### src/rtl/rv_pkg.sv
// Shared fetch-side types and constants: FSM state encoding, reset PC default, NOP word.
package rv_pkg;

  typedef enum logic [1:0] {
    IDLE = 2'd0,
    REQ  = 2'd1,
    WAIT = 2'd2,
    HALT = 2'd3
  } fetch_state_t;

  localparam logic [31:0] RESET_PC_DEFAULT = 32'h0000_0000;
  localparam logic [31:0] INSTR_NOP        = 32'h0000_0013;

endpackage

### src/rtl/pc_reg.sv
// Program counter: async-reset register with redirect load (word aligned) and sequential increment.
module pc_reg
  import rv_pkg::*;
#(
  parameter logic [31:0] RESET_PC = RESET_PC_DEFAULT,
  parameter int unsigned PC_STEP  = 4
) (
  input  logic        clk,
  input  logic        rst,
  input  logic        load,
  input  logic [31:0] target,
  input  logic        inc,
  output logic [31:0] pc,
  output logic [31:0] pc_next
);

  // pc_next is exposed so the sequencer can present the new address in the same cycle pc updates.
  always_comb begin
    pc_next = pc;
    if (load)
      pc_next = target & ~32'h3;
    else if (inc)
      pc_next = pc + 32'(PC_STEP);
  end

  always_ff @(posedge clk or posedge rst) begin
    if (rst)
      pc <= RESET_PC;
    else
      pc <= pc_next;
  end

endmodule

### src/rtl/fetch_sequencer.sv
// Instruction fetch sequencer: one outstanding imem request, redirect flush, halt drain,
// and a one-entry response buffer so a response arriving under stall is held, not lost.
module fetch_sequencer
  import rv_pkg::*;
#(
  parameter logic [31:0] RESET_PC = RESET_PC_DEFAULT,
  parameter int unsigned PC_STEP  = 4
) (
  input  logic        clk,
  input  logic        rst,
  input  logic        redirect_valid,
  input  logic [31:0] redirect_target,
  input  logic        stall,
  input  logic        halt_req,
  output logic        imem_req_valid,
  output logic [31:0] imem_req_addr,
  input  logic        imem_req_ready,
  input  logic        imem_rsp_valid,
  input  logic [31:0] imem_rsp_data,
  output logic        instr_valid,
  output logic [31:0] instr,
  output logic [31:0] instr_pc,
  output logic        halted
);

  fetch_state_t state;
  logic         flush_pending;
  logic         halt_pending;
  logic         buf_valid;
  logic [31:0]  buf_data;
  logic [31:0]  pc;
  logic [31:0]  pc_next;
  logic         redirect_eff;
  logic         rsp_hit;
  logic         held;
  logic         capture;
  logic [31:0]  rsp_data;

  // A parked response counts as "arrived", so flush/halt/capture treat both sources alike.
  always_comb begin
    redirect_eff = redirect_valid && !halt_req && (state != HALT);
    rsp_hit      = (state == WAIT) && (imem_rsp_valid || buf_valid);
    rsp_data     = buf_valid ? buf_data : imem_rsp_data;
    held         = instr_valid && stall;
    capture      = rsp_hit && !flush_pending && !halt_pending && !halt_req
                   && !redirect_eff && !held;
  end

  pc_reg #(
    .RESET_PC (RESET_PC),
    .PC_STEP  (PC_STEP)
  ) u_pc (
    .clk     (clk),
    .rst     (rst),
    .load    (redirect_eff),
    .target  (redirect_target),
    .inc     (capture),
    .pc      (pc),
    .pc_next (pc_next)
  );

  always_ff @(posedge clk or posedge rst) begin
    if (rst) begin
      state          <= IDLE;
      imem_req_valid <= 1'b0;
      imem_req_addr  <= RESET_PC;
      instr_valid    <= 1'b0;
      instr          <= INSTR_NOP;
      instr_pc       <= '0;
      flush_pending  <= 1'b0;
      halt_pending   <= 1'b0;
      buf_valid      <= 1'b0;
      buf_data       <= '0;
      halted         <= 1'b0;
    end else begin
      if (instr_valid && !stall)
        instr_valid <= 1'b0;
      if (halt_req || redirect_eff)
        instr_valid <= 1'b0;

      case (state)
        IDLE: begin
          if (halt_req) begin
            state  <= HALT;
            halted <= 1'b1;
          end else begin
            state          <= REQ;
            imem_req_valid <= 1'b1;
            imem_req_addr  <= pc_next;
          end
        end

        REQ: begin
          if (imem_req_ready) begin
            state          <= WAIT;
            imem_req_valid <= 1'b0;
            if (halt_req)
              halt_pending <= 1'b1;
            if (redirect_eff)
              flush_pending <= 1'b1;
          end else if (halt_req) begin
            state          <= HALT;
            imem_req_valid <= 1'b0;
            halted         <= 1'b1;
          end else if (redirect_eff) begin
            flush_pending <= 1'b1;
          end
        end

        WAIT: begin
          if (rsp_hit) begin
            if (halt_req || halt_pending) begin
              state         <= HALT;
              halted        <= 1'b1;
              halt_pending  <= 1'b0;
              flush_pending <= 1'b0;
              buf_valid     <= 1'b0;
            end else if (flush_pending || redirect_eff) begin
              state          <= REQ;
              imem_req_valid <= 1'b1;
              imem_req_addr  <= pc_next;
              flush_pending  <= 1'b0;
              buf_valid      <= 1'b0;
            end else if (held) begin
              if (!buf_valid) begin
                buf_valid <= 1'b1;
                buf_data  <= imem_rsp_data;
              end
            end else begin
              instr          <= rsp_data;
              instr_pc       <= pc;
              instr_valid    <= 1'b1;
              buf_valid      <= 1'b0;
              state          <= REQ;
              imem_req_valid <= 1'b1;
              imem_req_addr  <= pc_next;
            end
          end else begin
            if (halt_req)
              halt_pending <= 1'b1;
            if (redirect_eff)
              flush_pending <= 1'b1;
          end
        end

        HALT: begin
          imem_req_valid <= 1'b0;
          halted         <= 1'b1;
        end

        default: state <= IDLE;
      endcase
    end
  end

endmodule

### config.mk
export PLATFORM = sky130hd
export DESIGN_NAME = fetch_sequencer
export DESIGN_NICKNAME = d
export VERILOG_FILES = /design/src/rtl/rv_pkg.sv /design/src/rtl/pc_reg.sv /design/src/rtl/fetch_sequencer.sv
export SDC_FILE = /design/constraint.sdc
export NUM_CORES = 1
export LEC_CHECK = 0
export BUFFER_PORTS_ARGS = -buffer_cell sky130_fd_sc_hd__buf_2
export CORE_MARGIN = 4
export CORE_UTILIZATION = 54
export DETAILED_ROUTE_END_ITERATION = 12
export PLACE_DENSITY = 0.79
export SYNTH_ARGS = -nofsm -noshare
export SYNTH_HDL_FRONTEND = slang
export SYNTH_SLANG_ARGS = --single-unit
### constraint.sdc
create_clock -name clk -period 6.4 [get_ports clk]
set_input_delay 1.28 -clock clk [delete_from_list [all_inputs] [get_ports clk]]
set_output_delay 1.28 -clock clk [all_outputs]
set_load 0.01 [all_outputs]
==> results of run 1 <==
power groups by stage:
stage	clock network, mW	logic [mW]	registers, mW
2_1_floorplan	0	0.0359	1.10
6_report	1.11	0.0680	1.09
4_1_cts	1.13	0.0692	1.09
5_1_grt	1.17	0.0769	1.09
3_3_place_gp	0	0.0676	1.10
3_5_place_dp	0	0.0687	1.10
worst max-delay path, cell delays in order:
cell and delay [ns]:
buf_2 0.19, or3b_2 0.16, buf_4 0.52, nand4_4 0.77, buf_4 0.59, nand2_1 0.14
a31oi_1 0.10, mux2_2 0.30
synth_stat cells (all sizes together), types with 2 or more instances:
master	n	share of area
a211o	2	0.0023
a21boi	2	0.0019
a21oi	30	0.019
a221oi	7	0.0080
a31oi	8	0.0065
and2	8	0.0065
and3	6	0.0049
and4	3	0.0034
buf	27	0.017
clkbuf	22	0.011
dfrtp	165	0.54
dfstp	3	0.010
ha	6	0.0097
inv	6	0.0029
mux2	42	0.061
mux2i	35	0.045
nand2	156	0.076
nand3	24	0.016
nand4	16	0.017
nor2	53	0.026
nor3	9	0.0065
nor3b	2	0.0019
nor4	14	0.013
o2111ai	2	0.0031
o211ai	8	0.0078
o21ai	42	0.027
o22ai	9	0.0073
o311ai	2	0.0023
o31a	3	0.0034
o31ai	5	0.0049
or2	2	0.0016
or3	9	0.0073
or4	4	0.0044
xnor2	9	0.010
xor2	7	0.0080
layer usage:
layer | share of wire | global-route usage | vias to the layer above
met5 | 0.00064 | 0 | -
met4 | 0.012 | 0.0795 | 2
li1 | - | - | 2962
met3 | 0.092 | 0.0773 | 22
met1 | 0.42 | 0.299 | 2951
met2 | 0.48 | 0.367 | 247
cell families (layout without fill, tap and decap cells):
family,count (synthesis),in the layout,synth area share
and+or+nand+nor,309,309,0.187
DFF,168,168,0.546
AOI/OAI and AO/OA,126,126,0.101
muxes,77,77,0.107
buffers and inverters,55,212,0.0305
xor gates and xnor gates,16,16,0.0182
adders and majority gates,6,6,0.00975
other,0,1,0
cell type report:
class                      count  share of cell area
multi-input combinational    534               0.354
clock inverter                 8              0.0185
timing repair buffer         174              0.0959
tap                          180              0.0243
antenna                        1            0.000270
clock buffer                  24              0.0498
inverter                       6             0.00297
sequential                   168               0.454
worst paths after layout:
path | start | endpoint | slack [ns] | cells past startpoint
min | instr_pc[1]$_DFFE_PP0P_ | instr_pc[1]$_DFFE_PP0P_ | 0.46 | 2
min in group asynchronous | rst | imem_req_addr[22]$_DFFE_PP0P_ | 1.05 | 2
min reg2reg | instr_pc[1]$_DFFE_PP0P_ | instr_pc[1]$_DFFE_PP0P_ | 0.46 | 2
max reg2reg | state[1]$_DFFE_PP0P_ | imem_req_addr[3]$_DFFE_PP0P_ | 2.99 | 8
max in group asynchronous | rst | buf_data[26]$_DFFE_PP0P_ | 3.97 | 3
max | halt_req | imem_req_addr[3]$_DFFE_PP0P_ | 2.63 | 8
through the flow:
step | instances | util | setup WS, ns | area (um^2)
4_1_cts | 1094 | 0.665 | 2.63 | 9260
3_3_place_gp | 1062 | 0.619 | 2.21 | 8630
5_1_grt | 1094 | 0.665 | 2.40 | 9260
6_report | 1095 | 0.665 | 2.63 | 9260
2_1_floorplan | 757 | - | 0.578 | 7700
3_5_place_dp | 1062 | 0.619 | 2.18 | 8630
==> results.py, run 1 <==
metrics = {
    "timing": {
        "slew_headroom": 0.285,
        "worstMarginPinSlew_ns": 1.07,
        "fin_crit_ns": 3.77,
        "finalHoldViolCount": 0,
        "rsz0062_at_grt": "no",
        "finClkSkew_ns": 0.00891,
        "clock.fmax_mhz": 265,
        "fin_crit_sh": 0.589,
        "setup-violations-final": 0,
        "fin_setup_tns_ns": 0,
        "whs_ns": 0.464,
        "finalMaxSlewViolations": 0,
    },
    "placed_design": {
        "routabilityCongestion": 0.842,
        "portBuffers": 167,
        "dpl.hpwl_um": 12400,
    },
    "yosys": {
        "syn_avg_cell_area_um2": 10.2,
        "synth.distinct_cells": 54,
        "netlist_area_mm2": 0.00770,
        "synth_edf_count": 0,
        "ys_ff_latch": 168,
        "syn-num-nets": 834,
        "async_flop_share": 1.00,
        "synth_ff_type": "dfrtp_1",
        "synth_warnings": 0,
        "synth_seq_area_share": 0.546,
        "netlist_instances": 757,
    },
    "pwr": {
        "seqPwrFrac": 0.481,
        "p_int_mw": 1.80,
        "p_leak_nw": 4.88,
        "power_frac_clock": 0.489,
        "p_total_mw": 2.26,
        "comb_power_share": 0.030,
        "sw_frac_of_total": 0.204,
        "ir_worst_vdd_mv": 0.229,
        "netSwitchingPower_mw": 0.460,
        "power.density_mw_per_mm2": 244,
    },
    "run_status": {
        "status": "finished, final reports clean",
    },
    "final_layout": {
        "final_layout_size_suffix_gt1_frac": 0.281,
        "final_nets": 978,
        "syn_to_final_growth_pct": 20.3,
        "multi_input_area_mm2": 0.00328,
        "layout_commonest_cell": "buf_2",
        "regArea_mm2": 0.00421,
        "layout_common_cells": "buf_2, dfrtp_1, nand2_1",
        "nFillCells": 1145,
    },
    "global_route": {
        "grt_overflow_total": 0,
        "grt_max_degree": 109,
        "grt_pass1_vias": 6035,
        "grt_usage": 0.231,
        "grt_pass1_wl_um": 30100,
        "grt_antenna_before_repair": 1,
    },
    "detailed_routing": {
        "drc": 0,
        "post_drt_via_cell_ratio": 5.65,
        "final_antenna_net_count": 0,
        "drt_first_iter_violations": 510,
        "routed_wl_um": 18700,
        "wl_per_cell_um": 17.1,
        "via_count": 6184,
        "drt_pass1_iterations": 5,
    },
    "die": {
        "dieArea_mm2": 0.0162,
        "io_pins": 170,
        "fp.dieW_um": 127,
        "die_h_um": 127,
        "core_area_mm2": 0.0139,
        "fp-row-count": 43,
        "initial_core_util": 0.553,
    },
    "clock_network": {
        "holdBufCountCts": 0,
        "numCtsBuffers": 17,
        "clock_path_buffers": 2,
        "cts_setup_buffers": 0,
        "clkLatencyLatePin_ns": 0.42,
        "cts.sinks": 168,
        "cts_tree": "done",
        "htree_levels": 4,
        "cts.reportedPaths.clkPinSlew_ns": 0.06,
        "cts_resized": 0,
        "root_buffer": "clkbuf_16",
    },
    "worst_setup_path": {
        "path_max_fanout": 70,
        "worst_setup_path_end_kind": "register",
        "crit_required_ns": 6.71,
        "start_kind": "input port",
        "crit_type": "in -> reg",
        "critPathArrivalTime_ns": 4.08,
    },
    "job": {
        "maxCapViolations": 0,
    },
    "hold_path": {
        "hold_path.class": "reg -> reg",
    },
}
No activity file was read; power rests on OpenSTA's default activity.
==> inputs of run 2 (changes only) <==
--- a/config.mk
+++ b/config.mk
@@ -7,9 +7,9 @@
 export LEC_CHECK = 0
 export BUFFER_PORTS_ARGS = -buffer_cell sky130_fd_sc_hd__buf_2
 export CORE_MARGIN = 4
-export CORE_UTILIZATION = 54
+export CORE_UTILIZATION = 49
 export DETAILED_ROUTE_END_ITERATION = 12
-export PLACE_DENSITY = 0.79
+export PLACE_DENSITY = 0.76
 export SYNTH_ARGS = -nofsm -noshare
 export SYNTH_HDL_FRONTEND = slang
 export SYNTH_SLANG_ARGS = --single-unit
==> constraint.sdc (replaced) <==
create_clock -name clk -period 3.3 [get_ports clk]
set_input_delay 0.66 -clock clk [delete_from_list [all_inputs] [get_ports clk]]
set_output_delay 0.66 -clock clk [all_outputs]
set_load 0.01 [all_outputs]
==> results.py, run 2 (synthesis results as in run 1) <==
metrics = {
    "clock_network": {
        "cts_resized": 0,
        "clkLatencyLatePin_ns": 0.42,
        "holdBufCountCts": 0,
        "cts.reportedPaths.clkPinSlew_ns": 0.06,
        "cts.sinks": 168,
        "root_buffer": "clkbuf_16",
        "cts_setup_buffers": 0,
        "clock_path_buffers": 2,
        "htree_levels": 4,
        "cts_tree": "done",
        "numCtsBuffers": 17,
    },
    "die": {
        "fp-row-count": 45,
        "fp.dieW_um": 133,
        "io_pins": 170,
        "initial_core_util": 0.503,
        "die_h_um": 133,
        "dieArea_mm2": 0.0178,
        "core_area_mm2": 0.0153,
    },
    "pwr": {
        "sw_frac_of_total": 0.217,
        "p_int_mw": 3.37,
        "p_leak_nw": 4.92,
        "power.density_mw_per_mm2": 458,
        "power_frac_clock": 0.478,
        "netSwitchingPower_mw": 0.932,
        "ir_worst_vdd_mv": 0.321,
        "comb_power_share": 0.032,
        "p_total_mw": 4.30,
        "seqPwrFrac": 0.490,
    },
    "timing": {
        "worstMarginPinSlew_ns": 0.709,
        "setup-violations-final": 0,
        "fin_setup_tns_ns": 0,
        "rsz0062_at_grt": "no",
        "fin_crit_sh": 0.781,
        "finalMaxSlewViolations": 0,
        "fin_crit_ns": 2.58,
        "clock.fmax_mhz": 388,
        "slew_headroom": 0.520,
        "finalHoldViolCount": 0,
        "worst_slack_ns": 0.724,
        "finClkSkew_ns": 0.00812,
    },
    "global_route": {
        "grt_max_degree": 99,
        "grt_overflow_total": 0,
        "grt_pass1_vias": 6273,
        "grt_usage": 0.221,
        "grt_antenna_before_repair": 0,
        "grt_pass1_wl_um": 31700,
    },
    "worst_setup_path": {
        "worst_setup_path_end_kind": "register",
        "crit_type": "reg -> reg",
        "path_max_fanout": 38,
        "critical-path-slowest-cell": "dfrtp_1",
        "slowest_delay_ns": 0.42,
        "start_kind": "register",
        "critPathArrivalTime_ns": 2.87,
        "path_cells": "ha_1 -> or3b_2 -> nand4_4 -> buf_12 -> nor4_1 -> xnor2_1 -> a21oi_1",
        "crit_required_ns": 3.59,
    },
    "run_status": {
        "status": "finished, final reports clean",
    },
    "detailed_routing": {
        "wl_met1_um": 8170,
        "drc": 0,
        "met2_length_um": 9180,
        "via_count": 6240,
        "wl_per_cell_um": 16.9,
        "post_drt_via_cell_ratio": 5.50,
        "met3_length_um": 1550,
        "drt_pass1_iterations": 5,
        "final_antenna_net_count": 0,
        "dr.max_layer_used": "met4",
        "routed_wl_um": 19200,
        "drt_first_iter_violations": 516,
    },
    "final_layout": {
        "layout_common_cells": "buf_2, dfrtp_1, nand2_1",
        "final_layout_size_suffix_gt1_frac": 0.291,
        "layout_commonest_cell": "buf_2",
        "n_antenna_cell": 0,
        "stdcell_count": 1134,
        "final_nets": 987,
        "syn_to_final_growth_pct": 21.9,
    },
    "placed_design": {
        "dpl.hpwl_um": 13100,
        "place.detailed.instances": 1102,
        "portBuffers": 167,
        "pre_cts_ws_ns": 0.579,
        "routabilityCongestion": 0.829,
    },
    "hold_path": {
        "hold_path.class": "in -> async",
    },
    "job": {
        "maxCapViolations": 0,
    },
}
[run 2: changes by cell type in the layout (fill, tap and decap cells not counted), sizes merged]
cell,change
clkbuf,-2
diode,-1
clkinvlp,+3
clkinv,+1
buf,+9
bufinv,-2
[run 2: cell type report]
type / instances / area, um^2
Clock buffer: 22 / 464
Clock inverter: 10 / 144
Fill cell: 1317 / 5920
Inverter: 6 / 26.3
Multi-Input combinational cell: 534 / 3280
Sequential cell: 168 / 4210
Tap cell: 211 / 264
Timing Repair Buffer: 183 / 1010
[run 2: power by group through the flow]
stage | registers (mW) | logic [mW] | clock network [mW]
after floorplan | 2.13 | 0.0700 | 0
after global placement | 2.14 | 0.138 | 0
after detailed placement | 2.14 | 0.139 | 0
after CTS | 2.11 | 0.140 | 2.10
after global routing | 2.11 | 0.155 | 2.18
final | 2.11 | 0.137 | 2.05
[run 2: routing by layer]
layer	global-route usage	vias to the layer above
li1	-	2964
met1	0.281	3007
met2	0.364	245
met3	0.0680	24
met4	0.0703	0
met5	0	-
[run 2: per-stage QoR]
stage / utilization / instance area [um^2] / hold WS [ns]
after detailed placement: 0.574 / 8780 / 0.442
after global routing: 0.613 / 9390 / 0.389
final: 0.613 / 9390 / 0.351
after global placement: 0.574 / 8780 / 0.445
after CTS: 0.613 / 9390 / 0.373
after floorplan: - / 7700 / 0.430
[run 2: worst paths after layout]
path / cells past startpoint / from / end / slack (ns)
setup reg to reg: 7 / state[1]$_DFFE_PP0P_ / u_pc.pc[29]$_DFF_PP0_ / 0.72
max in group asynchronous: 3 / rst / u_pc.pc[26]$_DFF_PP0_ / 2.45
min in group clk: 2 / u_pc.pc[1]$_DFF_PP0_ / instr_pc[1]$_DFFE_PP0P_ / 0.45
setup / recovery: 7 / state[1]$_DFFE_PP0P_ / u_pc.pc[29]$_DFF_PP0_ / 0.72
hold reg to reg: 2 / u_pc.pc[1]$_DFF_PP0_ / instr_pc[1]$_DFFE_PP0P_ / 0.45
hold / removal: 3 / rst / instr[27]$_DFFE_PP0P_ / 0.35
[run 2: worst max-delay path: cells and delay by family (launching register included)]
| kind | cells | cell delay, ns |
|---|---|---|
| xor gates and xnor gates | 1 | 0.21 |
| DFF | 1 | 0.42 |
| AOI/OAI and AO/OA | 1 | 0.10 |
| adders and majority gates | 1 | 0.29 |
| buffers and inverters | 1 | 0.29 |
| and+or+nand+nor | 3 | 1.13 |
